### src/rtl/ui_io_ctrl_if.sv
// Processor I/O bus bundle for ui_io_ctrl: write strobe, register select,
// write data and combinational read data.
interface ui_io_ctrl_if #(
    parameter int DBITS = 32
);
    logic             wrtEn;
    logic [2:0]       addr;
    logic [DBITS-1:0] in;
    logic [DBITS-1:0] out;

    // Bus protocol: a write happens on every rising clk where wrtEn=1, with
    // addr/in sampled on that edge; out follows addr combinationally.
    modport master (output wrtEn, addr, in, input out);
    modport slave  (input wrtEn, addr, in, output out);
endinterface

### src/rtl/ui_io_ctrl.sv
// Memory-mapped UI controller: debounced keys/switches, sticky edge capture,
// maskable irq, LED and seven-segment HEX. Optional UI_HEX_BLANK_EN adds BLANK.
module ui_io_ctrl #(
    parameter int DBITS      = 32,
    parameter int NKEYS      = 4,
    parameter int NSW        = 10,
    parameter int NLEDS      = 10,
    parameter int NHEX       = 4,
    parameter int DEB_CYCLES = 15
) (
    input  logic              clk,
    input  logic              reset,
    ui_io_ctrl_if.slave       bus,
    output logic              irq,
    input  logic [NKEYS-1:0]  KEYS,
    input  logic [NSW-1:0]    SWITCHES,
    output logic [NLEDS-1:0]  LED,
    output logic [7*NHEX-1:0] HEX
);
    localparam int NIN = NKEYS + NSW;
    localparam int CW  = (DEB_CYCLES > 1) ? $clog2(DEB_CYCLES) : 1;
    localparam logic [CW-1:0] CNT_MAX = CW'(DEB_CYCLES - 1);

    localparam logic [2:0] A_KEY = 3'd0, A_SW = 3'd1, A_LEDR = 3'd2, A_HEX = 3'd3;
    localparam logic [2:0] A_KEY_EDGE = 3'd4, A_SW_EDGE = 3'd5, A_CTRL = 3'd6, A_BLANK = 3'd7;

    logic [NIN-1:0]    sync1_q, sync2_q, deb_q, deb_d, deb_prev_q;
    logic [CW-1:0]     cnt_q [NIN];
    logic [CW-1:0]     cnt_d [NIN];
    logic [NLEDS-1:0]  ledr_q;
    logic [4*NHEX-1:0] hex_q;
    logic [NKEYS-1:0]  key_edge_q, key_edge_d;
    logic [NSW-1:0]    sw_edge_q, sw_edge_d;
    logic [1:0]        ctrl_q;
    logic [NHEX-1:0]   blank_mask;
    logic              unused_in;

    assign unused_in = ^bus.in;

    // The counter only runs while the synchronised input disagrees with the
    // debounced value, so any agreement restarts the stability window.
    always_comb begin
        deb_d = deb_q;
        for (int i = 0; i < NIN; i++) begin
            cnt_d[i] = '0;
            if (sync2_q[i] != deb_q[i]) begin
                if (cnt_q[i] == CNT_MAX) deb_d[i] = sync2_q[i];
                else                     cnt_d[i] = cnt_q[i] + 1'b1;
            end
        end
    end

    logic wr_key_edge, wr_sw_edge;
    assign wr_key_edge = bus.wrtEn && (bus.addr == A_KEY_EDGE);
    assign wr_sw_edge  = bus.wrtEn && (bus.addr == A_SW_EDGE);

    // Rising-edge set is OR-ed in after the clear so a collision keeps the bit.
    always_comb begin
        key_edge_d = key_edge_q;
        sw_edge_d  = sw_edge_q;
        if (wr_key_edge) key_edge_d = key_edge_d & ~bus.in[NKEYS-1:0];
        if (wr_sw_edge)  sw_edge_d  = sw_edge_d & ~bus.in[NSW-1:0];
        key_edge_d = key_edge_d | (deb_q[NKEYS-1:0] & ~deb_prev_q[NKEYS-1:0]);
        sw_edge_d  = sw_edge_d | (deb_q[NIN-1:NKEYS] & ~deb_prev_q[NIN-1:NKEYS]);
    end

    always_ff @(posedge clk or posedge reset) begin
        if (reset) begin
            sync1_q    <= '0;
            sync2_q    <= '0;
            deb_q      <= '0;
            deb_prev_q <= '0;
            for (int i = 0; i < NIN; i++) cnt_q[i] <= '0;
            ledr_q     <= '0;
            hex_q      <= '0;
            key_edge_q <= '0;
            sw_edge_q  <= '0;
            ctrl_q     <= '0;
        end else begin
            sync1_q    <= {SWITCHES, KEYS};
            sync2_q    <= sync1_q;
            deb_q      <= deb_d;
            deb_prev_q <= deb_q;
            for (int i = 0; i < NIN; i++) cnt_q[i] <= cnt_d[i];
            key_edge_q <= key_edge_d;
            sw_edge_q  <= sw_edge_d;
            if (bus.wrtEn && bus.addr == A_LEDR) ledr_q <= bus.in[NLEDS-1:0];
            if (bus.wrtEn && bus.addr == A_HEX)  hex_q  <= bus.in[4*NHEX-1:0];
            if (bus.wrtEn && bus.addr == A_CTRL) ctrl_q <= bus.in[1:0];
        end
    end

`ifdef UI_HEX_BLANK_EN
    logic [NHEX-1:0] blank_q;
    always_ff @(posedge clk or posedge reset) begin
        if (reset)                                 blank_q <= '0;
        else if (bus.wrtEn && bus.addr == A_BLANK) blank_q <= bus.in[NHEX-1:0];
    end
    assign blank_mask = blank_q;
`else
    assign blank_mask = '0;
`endif

    always_comb begin
        bus.out = '0;
        case (bus.addr)
            A_KEY:      bus.out = DBITS'(deb_q[NKEYS-1:0]);
            A_SW:       bus.out = DBITS'(deb_q[NIN-1:NKEYS]);
            A_LEDR:     bus.out = DBITS'(ledr_q);
            A_HEX:      bus.out = DBITS'(hex_q);
            A_KEY_EDGE: bus.out = DBITS'(key_edge_q);
            A_SW_EDGE:  bus.out = DBITS'(sw_edge_q);
            A_CTRL:     bus.out = DBITS'(ctrl_q);
            A_BLANK:    bus.out = DBITS'(blank_mask);
            default:    bus.out = '0;
        endcase
    end

    assign irq = ((|key_edge_q) & ctrl_q[0]) | ((|sw_edge_q) & ctrl_q[1]);
    assign LED = ledr_q;

    // Segment order g..a, active-low.
    function automatic logic [6:0] hex_glyph(input logic [3:0] n);
        case (n)
            4'h0: hex_glyph = 7'b1000000;
            4'h1: hex_glyph = 7'b1111001;
            4'h2: hex_glyph = 7'b0100100;
            4'h3: hex_glyph = 7'b0110000;
            4'h4: hex_glyph = 7'b0011001;
            4'h5: hex_glyph = 7'b0010010;
            4'h6: hex_glyph = 7'b0000010;
            4'h7: hex_glyph = 7'b1111000;
            4'h8: hex_glyph = 7'b0000000;
            4'h9: hex_glyph = 7'b0010000;
            4'hA: hex_glyph = 7'b0001000;
            4'hB: hex_glyph = 7'b0000011;
            4'hC: hex_glyph = 7'b1000110;
            4'hD: hex_glyph = 7'b0100001;
            4'hE: hex_glyph = 7'b0000110;
            default: hex_glyph = 7'b0001110;
        endcase
    endfunction

    always_comb begin
        HEX = '1;
        for (int d = 0; d < NHEX; d++)
            HEX[7*d +: 7] = blank_mask[d] ? 7'b1111111 : hex_glyph(hex_q[4*d +: 4]);
    end
endmodule

### src/flat_wrapper.sv
// flat-port wrapper written by rule: the top's interface ports become plain ports
module ui_io_ctrl_flat 
#(
    parameter int DBITS      = 32,
    parameter int NKEYS      = 4,
    parameter int NSW        = 10,
    parameter int NLEDS      = 10,
    parameter int NHEX       = 4,
    parameter int DEB_CYCLES = 15
)
  (clk, reset, irq, KEYS, SWITCHES, LED, HEX, bus_wrtEn, bus_addr, bus_in, bus_out);
  ui_io_ctrl_if #(.DBITS(DBITS)) bus_i ();
  input  logic clk;
  input  logic reset;
  output logic irq;
  input  logic [NKEYS-1:0] KEYS;
  input  logic [NSW-1:0] SWITCHES;
  output logic [NLEDS-1:0] LED;
  output logic [7*NHEX-1:0] HEX;
  input wire logic [$bits(bus_i.wrtEn)-1:0] bus_wrtEn;
  input wire logic [$bits(bus_i.addr)-1:0] bus_addr;
  input wire logic [$bits(bus_i.in)-1:0] bus_in;
  output wire logic [$bits(bus_i.out)-1:0] bus_out;
  assign bus_i.wrtEn = bus_wrtEn;
  assign bus_i.addr = bus_addr;
  assign bus_i.in = bus_in;
  assign bus_out = bus_i.out;
  ui_io_ctrl #(.DBITS(DBITS), .NKEYS(NKEYS), .NSW(NSW), .NLEDS(NLEDS), .NHEX(NHEX), .DEB_CYCLES(DEB_CYCLES)) u_core (.clk(clk), .reset(reset), .bus(bus_i), .irq(irq), .KEYS(KEYS), .SWITCHES(SWITCHES), .LED(LED), .HEX(HEX));
endmodule
### config.mk
export PLATFORM = sky130hd
export DESIGN_NAME = ui_io_ctrl_flat
export DESIGN_NICKNAME = d
export VERILOG_FILES = /design/src/rtl/ui_io_ctrl_if.sv /design/src/rtl/ui_io_ctrl.sv /design/src/flat_wrapper.sv
export SDC_FILE = /design/constraint.sdc
export NUM_CORES = 1
export LEC_CHECK = 0
export ABC_AREA = 0
export CAP_MARGIN = 10
export CORE_UTILIZATION = 54
export DETAILED_ROUTE_END_ITERATION = 16
export GPL_ROUTABILITY_DRIVEN = 0
export GPL_TIMING_DRIVEN = 0
export PLACE_DENSITY = 0.92
export SETUP_SLACK_MARGIN = 0.3
export SYNTH_ARGS = -nofsm -noshare
export SYNTH_HDL_FRONTEND = slang
export SYNTH_SLANG_ARGS = --single-unit
### constraint.sdc
create_clock -name clk -period 5.28 [get_ports clk]
set_input_delay 0.792 -clock clk [delete_from_list [all_inputs] [get_ports clk]]
set_output_delay 0.792 -clock clk [all_outputs]
set_load 0.01 [all_outputs]
Word-level counts from Yosys, hierarchy flattened
Memory sizes are Yosys's and may differ from the RTL's.
Cells that the tools add are included.

word-level totals
  register bits = 154
  memory bits (read-only) = 448
  input port bits = 52
  word-level logic and storage cells = 155
  memories kept = 4

memory list
  memory           depth  width  rd ports  clocked after memory_dff  write ports  RTL line           source
  (no name shown)  16     7      1         0                         0            ui_io_ctrl.sv:124  case (n)
  (no name shown)  16     7      1         0                         0            ui_io_ctrl.sv:124
  (no name shown)  16     7      1         0                         0            ui_io_ctrl.sv:124
  (no name shown)  16     7      1         0                         0            ui_io_ctrl.sv:124

cells by class
  add/subtract/negate cells = 14
  eq/ne operators = 35
  muxes and demuxes = 31
  bitwise operators = 13
  reduce and logical (&&, ||, !) cells = 22

operators by type and width
  operator             number
  $pmux 32 s8          1
  $mux 4               29
  $add 4x1->4 const B  14
  $eq 4x4->1 const B   14
  $reduce_and 2->1     14
  $and 10x10->10       2
  $not 10->10          2
  $ne 1x1->1           14
  $eq 3x3->1 const B   4
  $mux 10              1
  $or 10x10->10        1
  $reduce_or 10->1     1
  $and 4x4->4          2
  $not 4->4            2
  $eq 3x2->1 const B   2
  $logic_and 1x1->1    5
  $or 4x4->4           1
  $reduce_or 4->1      1
  $eq 3x1->1 const B   1
  $logic_not 3->1      1
  $and 1x1->1          2
  $or 1x1->1           1

Longest topological paths before layout
  depth in word-level cells = 4
  depth in mapped cells = 6
  gate-level depth less buffers = 5

Worst setup path before layout
Ideal clock, no wire load.

  kind = input-to-output
  from = input port bus_addr[0]
  to = output port bus_out[1]
  arrival = 1.620 ns
  required time = 4.488 ns
  path slack = 2.868 ns
  stages on the path = 4
  cells stage by stage = nor2b_1 clkbuf_1 a221oi_1 a2bb2oi_1

on the way
  word-level cells in the longest chain between the ends = 2
  elaborated cells between the ends (all ways) = 9
  those cells by class = eq/ne (7); mux (1); reduce/logical (1)

RTL lines
  item                                RTL line            source
  start, declared                     flat_wrapper.sv:21  input wire logic [$bits(bus_i.addr)-1:0] bus_addr;
  $eq 3x3->1 (tied with other cells)  ui_io_ctrl.sv:106   case (bus.addr)
  $pmux 32 s8 *                       ui_io_ctrl.sv:106
  end, declared                       flat_wrapper.sv:23  output wire logic [$bits(bus_i.out)-1:0] bus_out;

Mark *: on every way between the ends. The rest lies on a longest branch, timed or not. The select of a mux whose other input is x is not followed.

Final worst setup path
Ends and elaborated chain as after synthesis.

==> impl_metrics.yaml <==
status:
  status: "finished, final reports clean"
placed_design:
  numPortBuffers: 90
  place_area_um2: 8670
  hpwl_mm: 10.4
detailed_routing:
  drt-initial-drc-count: 341
  post_drt_wl_per_cell_um: 15.7
  drc: 0
  post_drt_via_cell_ratio: 5.30
  drt.antenna.violating_nets: 0
  wl_mm: 15.4
  drtPass1Iterations: 5
  num_vias: 5208
logic_synthesis:
  avgSynthCellArea_um2: 11.2
  netlist_top_cells_area: "dfrtp_1 52%, ha_1 8.7%, mux2_2 6.2%"
  synth_edf_count: 0
  yosysUniqueCellTypes: 44
  synth_commonest_cells: "154 x dfrtp_1, 73 x nor2_1, 56 x nand2_1"
  synth_compound_area_frac: 0.0673
  synth_top_family_by_area: "simple AND/OR/NAND/NOR gates"
  synthMuxAreaShare: 0.106
  netlist_instances: 668
  synth_area_um2: 7460
  synth.ff_latch_count: 154
  yosys_warnings: 0
  post-synth-top-count-cell: "dfrtp_1"
  seq_area_frac_synth: 0.517
  ys.flop_type: "dfrtp_1"
  synthAdderAreaFrac: 0.0872
  synth_xor_area_frac: 0.0493
  synth_simple_gate_area_share: 0.123
  yosysTopAreaCellShare: 0.517
  ys_async_sr_fraction: 1.00
  yosys.area.top_type: "dfrtp_1"
critical_path:
  critPathMaxStageDelay_ps: 590
  slowest_stage: "clkdlybuf4s50_1"
  cp_cell_sequence: "clkdlybuf4s50_1, nor2b_1, clkbuf_1, a221oi_1, a2bb2oi_1, clkdlybuf4s50_1"
  critPathKind: "primary input to output pin"
  r2r_end: "u_core.deb_q[0]"
  worstPathArrival_ps: 3090
  endpoint_kind: "output pin"
  cp.required_ps: 4490
  crit_fanout: 8
  reg2reg_from: "u_core.cnt_q[52]"
  reg2reg_depth: 4
  r2r_setup_slack_ps: 4030
  crit_path_frequent_cell: "clkdlybuf4s50_1"
  crit_path_start_kind: "primary input"
grt:
  grt_max_degree: 106
  grt_overflow_total: 0
  antenna_found_initial: 0
  grt_util_all_layers: 0.230
  grt_pass1_wl_mm: 25.2
  first_global_vias: 5143
clock_network:
  root_buffer: "clkbuf_16"
  cts-resized-gates: 0
  clock_latency_ps: 420
  ctsHoldBuffers: 0
  cts_setup_buffers: 0
  htree_levels: 4
  clkSinkCount: 154
  numCtsBuffers: 17
  cts_tree: "yes"
  clk_pin_slew_ps: 60
  clockBufferDepth: 2
floorplan:
  ios: 123
  initial_core_util: 0.559
  die_x_um: 120
  die_area_um2: 14300
  rows: 42
  core_um2: 13300
  die_h_um: 120
worst_hold_path:
  whs_endpoint: "u_core.sync2_q[5]"
  hold_path_depth: 0
  hp-start: "u_core.sync1_q[5]"
  hold_class: "flop to flop"
timing:
  setup_viol: 0
  fmax_mhz: 257
  setup_tns_ps: 0
  fin_crit_ps: 3890
  worst_slew_pin_slew_ps: 528
  holdWs_ps: 347
  relSlewSlack: 0.648
  finalMaxSlewViolations: 0
  clock_skew_ps: 6.14
  rsz0062_at_grt: "false"
  fin_crit_sh: 0.736
  final_hold_viol_count: 0
job:
  drv_cap: 0
layout:
  area_growth_pct: 24.4
  drive_above_1_share: 0.145
  design_area_um2: 9280
  antennaDiodeCount: 0
  nNetsFinal: 897
pwr:
  vdd_drop_max_uv: 250
  leakagePower_nw: 4.42
  cellPowerDensity_nw_per_um2: 370
## through the flow
stage / util / setup slack, ps / cells / total power [mW]
after global placement: 0.647 / -1480 / 949 / 2.17
after global routing: 0.695 / 1240 / 982 / 3.59
after CTS: 0.695 / 1400 / 982 / 3.45
after floorplan: - / 338 / 683 / 1.84
after detailed placement: 0.649 / 1470 / 950 / 2.20
final: 0.695 / 1390 / 982 / 3.43
## kinds of logic after synthesis
logic type | count (synthesis)
and+or+nand+nor | 200
DFF | 154
AOI/OAI and AO/OA | 77
buffers and inverters | 76
muxes | 66
adders and majority gates | 52
xor gates and xnor gates | 42
other | 1
## layout make-up
| class | count | area [um2] |
|---|---|---|
| buffer | 36 | 221 |
| clock buffer | 18 | 439 |
| clock inverter | 14 | 171 |
| fill | 948 | 4070 |
| inverter | 40 | 155 |
| multi-input combinational | 453 | 3290 |
| sequential | 154 | 3850 |
| tap | 176 | 220 |
| timing repair buffer | 91 | 928 |
## cells in the final DEF (no fill, tap or decap), types with 4 or more instances in the layout
| cell | netlist | layout |
|---|---|---|
| dfrtp_1 | 154 | 154 |
| clkdlybuf4s50_1 | 0 | 90 |
| nor2_1 | 73 | 73 |
| nand2_1 | 56 | 56 |
| ha_1 | 52 | 52 |
| mux2_2 | 41 | 41 |
| inv_1 | 40 | 39 |
| nand3_1 | 31 | 31 |
| xor2_1 | 28 | 28 |
| o21ai_0 | 27 | 27 |
| buf_4 | 19 | 19 |
| clkbuf_16 | 0 | 17 |
| conb_1 | 1 | 16 |
| xnor2_1 | 14 | 14 |
| a21oi_1 | 14 | 14 |
| a22o_1 | 13 | 13 |
| mux2i_1 | 13 | 13 |
| mux2_4 | 10 | 10 |
| clkbuf_1 | 10 | 10 |
| nor2b_1 | 10 | 10 |
| a22oi_1 | 7 | 7 |
| and2_1 | 7 | 7 |
| buf_2 | 6 | 6 |
| nor3_1 | 4 | 4 |
## where the power goes
part           total [mW]  switching, mW  internal, mW
registers            1.39          0.112          1.28
logic               0.805          0.368         0.437
clock network        1.24          0.485         0.757
total                3.43          0.964          2.47
## critical path: cells and delay by family
| family | cells | cell delay [ps] |
|---|---|---|
| buffers and inverters | 3 | 1350 |
| AOI/OAI and AO/OA | 2 | 760 |
| and+or+nand+nor | 1 | 190 |
## routing by layer
metal | vias to the layer above | GRT usage | share of wire
met1 | 2539 | 0.284 | 0.41
met2 | 176 | 0.387 | 0.51
li1 | 2458 | - | -
met5 | - | 0 | 0
met3 | 35 | 0.0475 | 0.057
met4 | 0 | 0.109 | 0.025
## worst max path at each step
stage / start / end
floorplan: reset / u_core.LED[0]
global placement: reset / u_core.hex_q[15]
detailed placement: bus_addr[2] / bus_out[1]
CTS: bus_addr[0] / bus_out[1]
global route: bus_addr[2] / bus_out[0]
finish: bus_addr[0] / bus_out[1]
## registers in the layout (all words and copies together), names as in the netlist, 10 cells and up
register,count
u_core.cnt_q,56
u_core.hex_q,16
u_core.deb_prev_q,14
u_core.deb_q,14
u_core.sync1_q,14
u_core.sync2_q,14
u_core.LED,10
u_core.sw_edge_q,10
No activity file was read; power rests on OpenSTA's default activity.
